File: src/rtl/move_arbiter.sv
// Turn arbiter for two player front ends: grants turns, validates moves against the
// board it owns, commits stones/passes, and flags end of game after two consecutive passes.
module move_arbiter #(
    parameter int unsigned BOARD_N    = 9,
    parameter int unsigned GAP_CYCLES = 4
) (
    input  logic                                    clk_in,
    input  logic                                    reset,
    input  logic                                    black_move_ready,
    input  logic [7:0]                              black_move_in,
    input  logic                                    black_pass,
    input  logic                                    white_move_ready,
    input  logic [7:0]                              white_move_in,
    input  logic                                    white_pass,
    output logic [BOARD_N-1:0][BOARD_N-1:0][1:0]    board,
    output logic                                    black_turn,
    output logic                                    white_turn,
    output logic [7:0]                              last_move,
    output logic                                    illegal_move,
    output logic [7:0]                              move_count,
    output logic                                    game_over
);

    localparam int unsigned IW = (BOARD_N > 1) ? $clog2(BOARD_N) : 1;
    localparam int unsigned GW = $clog2(GAP_CYCLES + 1);

    typedef enum logic [2:0] {
        ST_IDLE, ST_CHECK, ST_COMMIT, ST_REJECT, ST_GAP, ST_OVER
    } state_e;

    typedef enum logic { PL_BLACK = 1'b0, PL_WHITE = 1'b1 } player_e;

    state_e                                 state_q, state_d;
    player_e                                player_q, player_d;
    logic [BOARD_N-1:0][BOARD_N-1:0][1:0]   board_q, board_d;
    logic [7:0]                             mv_q, mv_d;
    logic                                   pass_q, pass_d;
    logic [1:0]                             pass_cnt_q, pass_cnt_d;
    logic [GW-1:0]                          gap_q, gap_d;
    logic                                   black_turn_q, black_turn_d;
    logic                                   white_turn_q, white_turn_d;
    logic [7:0]                             last_q, last_d;
    logic                                   illegal_q, illegal_d;
    logic [7:0]                             count_q, count_d;
    logic                                   over_q, over_d;

    logic [3:0]    mv_row_c, mv_col_c;
    logic          in_range_c;
    logic [1:0]    cell_c;

    // Out-of-range coordinates never reach the array index.
    always_comb begin
        mv_row_c   = mv_q[7:4];
        mv_col_c   = mv_q[3:0];
        in_range_c = (32'(mv_row_c) < BOARD_N) && (32'(mv_col_c) < BOARD_N);
        cell_c     = 2'b00;
        if (in_range_c) begin
            cell_c = board_q[IW'(mv_row_c)][IW'(mv_col_c)];
        end
    end

    always_ff @(posedge clk_in) begin
        if (reset) begin
            state_q      <= ST_IDLE;
            player_q     <= PL_BLACK;
            board_q      <= '0;
            mv_q         <= 8'h00;
            pass_q       <= 1'b0;
            pass_cnt_q   <= 2'd0;
            gap_q        <= '0;
            black_turn_q <= 1'b1;
            white_turn_q <= 1'b0;
            last_q       <= 8'h00;
            illegal_q    <= 1'b0;
            count_q      <= 8'h00;
            over_q       <= 1'b0;
        end else begin
            state_q      <= state_d;
            player_q     <= player_d;
            board_q      <= board_d;
            mv_q         <= mv_d;
            pass_q       <= pass_d;
            pass_cnt_q   <= pass_cnt_d;
            gap_q        <= gap_d;
            black_turn_q <= black_turn_d;
            white_turn_q <= white_turn_d;
            last_q       <= last_d;
            illegal_q    <= illegal_d;
            count_q      <= count_d;
            over_q       <= over_d;
        end
    end

    always_comb begin
        state_d      = state_q;
        player_d     = player_q;
        board_d      = board_q;
        mv_d         = mv_q;
        pass_d       = pass_q;
        pass_cnt_d   = pass_cnt_q;
        gap_d        = gap_q;
        black_turn_d = black_turn_q;
        white_turn_d = white_turn_q;
        last_d       = last_q;
        illegal_d    = 1'b0;
        count_d      = count_q;
        over_d       = over_q;

        unique case (state_q)
            ST_IDLE: begin
                // Only the player holding the turn is heard.
                if (player_q == PL_BLACK && black_move_ready) begin
                    mv_d         = black_move_in;
                    pass_d       = black_pass;
                    black_turn_d = 1'b0;
                    white_turn_d = 1'b0;
                    state_d      = ST_CHECK;
                end else if (player_q == PL_WHITE && white_move_ready) begin
                    mv_d         = white_move_in;
                    pass_d       = white_pass;
                    black_turn_d = 1'b0;
                    white_turn_d = 1'b0;
                    state_d      = ST_CHECK;
                end
            end
            ST_CHECK: begin
                if (pass_q || (in_range_c && cell_c == 2'b00)) begin
                    state_d = ST_COMMIT;
                end else begin
                    state_d = ST_REJECT;
                end
            end
            ST_COMMIT: begin
                if (count_q != 8'hFF) begin
                    count_d = count_q + 8'd1;
                end
                player_d = (player_q == PL_BLACK) ? PL_WHITE : PL_BLACK;
                gap_d    = '0;
                state_d  = ST_GAP;
                if (pass_q) begin
                    last_d     = 8'hFF;
                    pass_cnt_d = pass_cnt_q + 2'd1;
                    if (pass_cnt_q == 2'd1) begin
                        over_d  = 1'b1;
                        state_d = ST_OVER;
                    end
                end else begin
                    board_d[IW'(mv_row_c)][IW'(mv_col_c)] =
                        (player_q == PL_BLACK) ? 2'b01 : 2'b10;
                    last_d     = mv_q;
                    pass_cnt_d = 2'd0;
                end
            end
            ST_REJECT: begin
                illegal_d = 1'b1;
                gap_d     = '0;
                state_d   = ST_GAP;
            end
            ST_GAP: begin
                if (gap_q == GW'(GAP_CYCLES - 1)) begin
                    black_turn_d = (player_q == PL_BLACK);
                    white_turn_d = (player_q == PL_WHITE);
                    state_d      = ST_IDLE;
                end else begin
                    gap_d = gap_q + GW'(1);
                end
            end
            ST_OVER: begin
                black_turn_d = 1'b0;
                white_turn_d = 1'b0;
            end
            default: state_d = ST_IDLE;
        endcase
    end

    assign board        = board_q;
    assign black_turn   = black_turn_q;
    assign white_turn   = white_turn_q;
    assign last_move    = last_q;
    assign illegal_move = illegal_q;
    assign move_count   = count_q;
    assign game_over    = over_q;

endmodule

File: config.mk
export PLATFORM = sky130hd
export DESIGN_NAME = move_arbiter
export DESIGN_NICKNAME = d
export VERILOG_FILES = /design/src/rtl/move_arbiter.sv
export SDC_FILE = /design/constraint.sdc
export NUM_CORES = 1
export LEC_CHECK = 0
export ABC_AREA = 1
export CAP_MARGIN = 20
export CORE_MARGIN = 4
export CORE_UTILIZATION = 40
export DETAILED_ROUTE_END_ITERATION = 6
export HOLD_SLACK_MARGIN = 0.1
export PLACE_DENSITY = 0.71
export SKIP_LAST_GASP = 1
export SLEW_MARGIN = 20
export SYNTH_ARGS = -nofsm -noshare
export SYNTH_HDL_FRONTEND = slang
export SYNTH_SLANG_ARGS = --single-unit
export TNS_END_PERCENT = 10
File: constraint.sdc
create_clock -name clk_in -period 1.9 [get_ports clk_in]
set_input_delay 0.38 -clock clk_in [delete_from_list [all_inputs] [get_ports clk_in]]
set_output_delay 0.38 -clock clk_in [all_outputs]
set_load 0.005 [all_outputs]
## Yosys cells after proc, flatten, opt, wreduce, memory -nomap -nowiden

Cells that the tools add are included.

| operators by class | value |
|---|---|
| $add $sub $neg | 3 |
| multipliers | 0 |
| divide/modulo/power cells | 0 |
| order comparisons | 6 |
| equal/unequal tests | 11 |
| shift-type cells | 0 |
| mux-type cells | 34 |
| bitwise logic cells | 3 |
| reductions and logical operators | 20 |

Operators with widths:

| cell | count |
|---|---|
| $bwmux W162 | 1 |
| $bmux W18 S4 | 1 |
| $demux W18 S4 | 1 |
| $mux W18 | 2 |
| $mux W8 | 3 |
| $pmux W3 S6 | 1 |
| $mux W3 | 4 |
| $mux W1 | 11 |
| $lt A4 B5 Y1 const B | 2 |
| $mux W2 | 5 |
| $eq A3 B2 Y1 const B | 3 |
| $reduce_and A3 Y1 | 3 |
| $add A8 B1 Y8 const B | 1 |
| $bmux W2 S4 | 1 |
| $demux W2 S4 | 1 |
| $ge A4 B1 Y1 const B | 2 |
| $lt A4 B4 Y1 const B | 2 |
| $ne A8 B8 Y1 const B | 1 |
| $reduce_and A2 Y1 | 4 |
| $eq A3 B3 Y1 const B | 2 |
| $logic_and A1 B1 Y1 | 6 |
| $pmux W1 S3 | 2 |
| $pmux W3 S2 | 1 |
| $ne A2 B2 Y1 const B | 2 |
| 12 further kinds | 15 |

| word-level totals | value |
|---|---|
| bits in registers | 200 |
| bits in latches | 0 |
| RAM bits | 0 |
| ROM bits | 0 |
| input port bits | 22 |
| memories | 0 |

## Longest topological paths before layout

Gate-level depths: netlist of run 1.

| depth | value |
|---|---|
| word-level depth | 10 |
| gate-level depth with buffers | 19 |

## Least setup slack after synthesis of run 1

OpenSTA, ideal clock, no wires.

| timing path | value |
|---|---|
| path type | flip-flop to flip-flop |
| start | reg state_q[1] |
| end | reg count_q[7] (netlist: move_count[7]) |
| library setup time | 117 ps |
| data arrival time | 1639 ps |
| path slack | 144 ps |
| cell stages (with the launch flop) | 14 |
| clock period less this slack | 1756 ps |
| path through | dfxtp_1 -> inv_1 -> nor2_2 -> inv_2 -> nor2_4 -> inv_2 -> a21oi_1 -> inv_1 -> nor2_1 -> nand3_1 -> inv_1 -> nand3_1 -> o21ai_0 -> nor2_1 |

| on the way | value |
|---|---|
| longest elaborated chain between the ends | 2 |

RTL lines:

| item | line | text |
|---|---|---|
| start: declaration | 33 | `state_e state_q, state_d;` |
| start signal: assignment | 78 | `state_q <= state_d;` |
| $eq A3 B2 Y1 | 109 | `unique case (state_q)` |
| $reduce_and A2 Y1 (no source line) | n/a |  |
| end signal: assignment | 89 | `count_q <= count_d;` |
| end: declaration | 44 | `logic [7:0] count_q, count_d;` |

Every way passes these cells.
A chain may end at the register's enable or synchronous reset.

## Worst setup path after layout of run 1

| timing path | value |
|---|---|
| start | reg mv_q[1] |
| end | reg board_q, in the netlist board[112] |

| on the way | value |
|---|---|
| longest elaborated chain between the ends | 7 |
| elaborated cells on any way between the ends | 8 |

RTL lines:

| item | line | text |
|---|---|---|
| start: declaration | 36 | `logic [7:0] mv_q, mv_d;` |
| start signal: assignment | 81 | `mv_q <= mv_d;` |
| $lt A4 B5 Y1 (implied by the code) / $ge A4 B1 Y1 (equally long branches) | 148 | `board_d[IW'(mv_row_c)][IW'(mv_col_c)] =` |
| $logic_and A1 B1 Y1 (implied by the code) | 148 |  |
| $mux W2 | 149 | `(player_q == PL_BLACK) ? 2'b01 : 2'b10;` |
| $demux W2 S4 (*) | 148 |  |
| $mux W18 (*) | 149 |  |
| $demux W18 S4 (*) | 148 |  |
| $bwmux W162 (*) | 148 |  |
| end signal: assignment | 80 | `board_q <= board_d;` |
| end: declaration | 35 | `logic [BOARD_N-1:0][BOARD_N-1:0][1:0] board_q, board_d;` |

Every way passes the cells marked *; elsewhere a longest branch is shown, timed or not.

==> summary.md, run 1 <==
| Metric | Value |
|---|---|
| Worst setup margin | -0.0433 ns |
| Crit path max fanout | 9 |
| Pin count of the biggest net entering global routing | 78 |
| Total Routing Usage GR | 24.5% |
| Syn_area_per_cell | 6.79 um2 |
| Worst vdd ir | 721 uV |
| GP Congestion | 0.904 |
| Final worst path period share | 102% |
| F_max | 515 MHz |
| Post-DR vias/cell | 5.29 |
| Switching share of total power | 34.7% |
| Dpl hpwl | 23.7 mm |
| Starting Density | 40.7% |
| Critical path's largest stage delay | 0.35 ns |
| Clock power share | 32.2% |
| CTS tree | done |
| Root Buffer | clkbuf_16 |
| DIE WIDTH | 160 um |
| Drt wl/cell | 17.2 um |
| CTS clk-pin slew, worst paths | 0.07 ns |
| Rows | 55 |
| Hold Buf Count CTS | 0 |
| Synth-to-Final Area Change | 40.0% |
| Ys Warns | 0 |
| GR peak layer | met2 |
| Drt initial violations | 1060 |
| First-pass GRT wire length | 50.3 mm |
| Maxcap violations | 0 |
| Layout Skew | 0.00867 ns |
| Total grt overflow | 0 |
| Clock Sinks | 200 |
| Sequential area share after synthesis | 43.3% |
| Leakage Power | 4.83 nW |
| Core area | 22700 um2 |
| Final ANT Viol Nets | 0 |
| Register bit total from synthesis | 200 |
| Routing usage on met2 | 39.3% |
| Crit path depth | 11 |
| Final Slew Violations | 0 |
| Post-route core utilization | 57.0% |
| Drt pass-1 iters | 7 |
| # diodes | 0 |
| GR Layer Usage met3 | 6.04% |
| Antenna violations before repair | 0 |
| # IOs | 204 |
| Via count | 10100 |
| CP Buf/Inv Count | 6 |
| NumNets Final | 1629 |
| Tmin final | 1.94 ns |
| FF-to-FF End | board[112] |
| Slowest cell on crit path | dfxtp_1 |
| Final hold vios | 0 |
| Final setup viols | 13 |
| Internal power | 0.00759 W |
| Register share of total power | 39.6% |
| Violated checks | design-rule violations, negative setup slack |
| Unique masters post-synth | 29 |
| HP Class | input pin to register |
| WL final | 32.7 mm |
| Worst slew margin | 56.5% |
| Status | finished with violations |
| Crit path DAT | 2.33 ns |
| Psw | 0.00403 W |
| Fraction of layout cells with a size suffix above 1 | 12.6% |
| Worst setup path startpoint | mv_q[1] |
| CP startpoint kind | register |
| PortBufs | 203 |
| Pwr Total | 0.0116 W |
| Mapped Area | 9250 um2 |
| Die area | 25600 um2 |
| Worst R2R Path Depth | 11 |
| Setup Crit Path Kind | register to register |
| Worst Path Required | 2.29 ns |
| Mapped Cells | 1362 |
| Pwr dens | 898 nW/um2 |
| Worst R2R Start | mv_q[1] |
| Worst path top cell family by delay | buffers and inverters |
| DRC | 3 |
| Combinational power share | 28.2% |
| H-tree Lvls | 4 |
| Worst R2R Setup Slack | -0.04 ns |
| Chain of cells forming the critical path | buf_4 > inv_1 > nor2_1 > inv_1 > nor2_1 > inv_1 > buf_12 > nor2_1 > inv_1 > nor2_1 > o21a_1 |
| Worst-margin pin slew | 0.652 ns |
| Setup crit end | board[112] |
| Vias in the first global route | 9121 |
| Num CTS Buffers | 17 |
| Met1 usage | 32.3% |
| CTS Buffer Depth | 2 |
| Crit end category | register |
| Die H | 160 um |
| RSZ-0062 raised after global routing | true |
| Syn Nets | 1388 |
| Worst-Skew Late Latency | 0.44 ns |
-- layout make-up --
class	instances	area [um2]
inverters	132	513
well taps	285	357
repair inverters	1	5.00
multi-input cells	955	4560
fillers	2088	9760
clock inverters	12	140
flip-flops and latches	200	4020
clock buffers	20	457
repair buffers	296	2900
-- placed cells by master (no fill, tap or decap), types with 2 or more instances in the layout --
cell type / count
nor2_4: 20
buf_12: 11
o31ai_1: 2
inv_1: 111
buf_6: 4
inv_4: 3
clkbuf_8: 2
nor2_1: 182
o21a_1: 13
dfxtp_2: 4
nor2_2: 18
inv_6: 5
clkbuf_16: 18
nand2_2: 4
inv_2: 13
nand2_1: 282
buf_4: 76
dfxtp_4: 2
nand3_1: 52
clkinv_4: 2
clkinvlp_4: 2
clkinv_1: 3
a21oi_2: 3
nand4_1: 5
ha_1: 4
o21ai_1: 2
o21ai_0: 162
nor3_1: 21
nor3_2: 5
clkdlybuf4s50_1: 202
bufinv_16: 2
dfxtp_1: 194
a31oi_1: 9
a211oi_1: 14
clkinv_2: 3
a21oi_1: 150
-- power groups by stage --
| stage | combinational [W] | clock, W | sequential (W) |
|---|---|---|---|
| after global routing | 0.00350 | 0.00395 | 0.00463 |
| after detailed placement | 0.00302 | 0 | 0.00466 |
| final | 0.00328 | 0.00375 | 0.00460 |
| after global placement | 0.00300 | 0 | 0.00466 |
| after floorplan | 0.00158 | 0 | 0.00460 |
| after CTS | 0.00303 | 0.00375 | 0.00456 |
-- sequential cells by signal, summed over array words and instances (netlist names), 2 cells and up --
name / cells
board: 162
last_move: 8
move_count: 8
mv_q: 8
gap_q: 3
state_q: 3
pass_cnt_q: 2
-- synth_stat cells --
cell type / instances / area [um2]
dfxtp_1: 200 / 4000
inv_2: 13 / 48.8
buf_1: 5 / 18.8
clkbuf_1: 57 / 214
buf_2: 8 / 40.0
clkinv_1: 4 / 15.0
nor2_4: 13 / 146
nand2_1: 286 / 1070
nor2_2: 5 / 31.3
o211a_1: 1 / 10.0
nor2_1: 202 / 758
nor2_8: 1 / 20.0
a31oi_1: 9 / 56.3
o311ai_0: 1 / 8.76
nand4_1: 5 / 31.3
a211oi_1: 15 / 113
a21oi_1: 153 / 766
nor3_2: 3 / 30.0
buf_6: 5 / 56.3
o21a_1: 13 / 97.6
nand2_2: 1 / 6.26
nor3_1: 24 / 120
o21bai_1: 1 / 7.51
o21ai_0: 164 / 821
nand3_1: 52 / 260
ha_1: 4 / 50.1
inv_1: 114 / 428
inv_4: 1 / 6.26
o31ai_1: 2 / 15.0
-- worst register-to-register path, delay by kind of cell (launching register included) --
kind	cells	cell delay, ns
buf+inv	6	0.88
compound gates	1	0.12
flops	1	0.35
simple gates	4	0.54
-- worst min path at each step --
stage	startpoint	to	slack, ns	cells after the start
3_3_place_gp	board[160]	board[160]	0.46	2
4_1_cts	reset	board[85]	0.45	3
6_report	reset	board[87]	0.45	3
5_1_grt	reset	board[105]	0.47	3
3_5_place_dp	pass_cnt_q[0]	pass_cnt_q[0]	0.47	1
2_1_floorplan	pass_cnt_q[0]	pass_cnt_q[0]	0.44	1
-- metal layers --
metal	part of all wire [%]	routed length [um]
met2	46	15200
met3	8.9	2930
met1	42	13800
met5	0	0
met4	2.4	801
-- kinds of logic (layout without fill, tap and decap cells) --
group | count (synthesis) | count (layout) | synth area share (%)
buffers and inverters | 207 | 461 | 8.94
AND/OR/NAND/NOR | 592 | 592 | 26.8
AO/OA/AOI/OAI | 359 | 359 | 20.5
adder cells (fa/ha/maj) | 4 | 4 | 0.541
flip-flops | 200 | 200 | 43.3
-- metrics by stage --
stage	setup slack (ns)	hold slack, ns	TNS, ns	std cells	instance area (um2)
2_1_floorplan	0.144	0.443	0	1362	9250
3_3_place_gp	-0.0293	0.460	-0.0293	1864	12100
3_5_place_dp	-0.0443	0.471	-0.168	1864	12100
4_1_cts	-0.0522	0.454	-0.384	1896	12700
5_1_grt	-0.187	0.467	-10.37	1901	12900
6_report	-0.0433	0.453	-0.267	1901	12900
-- timing repair --
| action | in CTS | in global routing |
|---|---|---|
| cloned | 0 | 2 |
| gates resized for setup | 1 | 63 |
| setup endpoints to repair | 29 | 157 |
| pin swaps | 0 | 10 |
| endpoints found under the hold margin | 0 | 0 |
| setup buffers | 0 | 3 |
Power figures use the tool's default switching activity.
==> run 2, diff against run 1 <==
- CAP_MARGIN: 20 -> not set
==> results of run 2 <==
Final layout, timing and power as in run 1 (identical DEF).
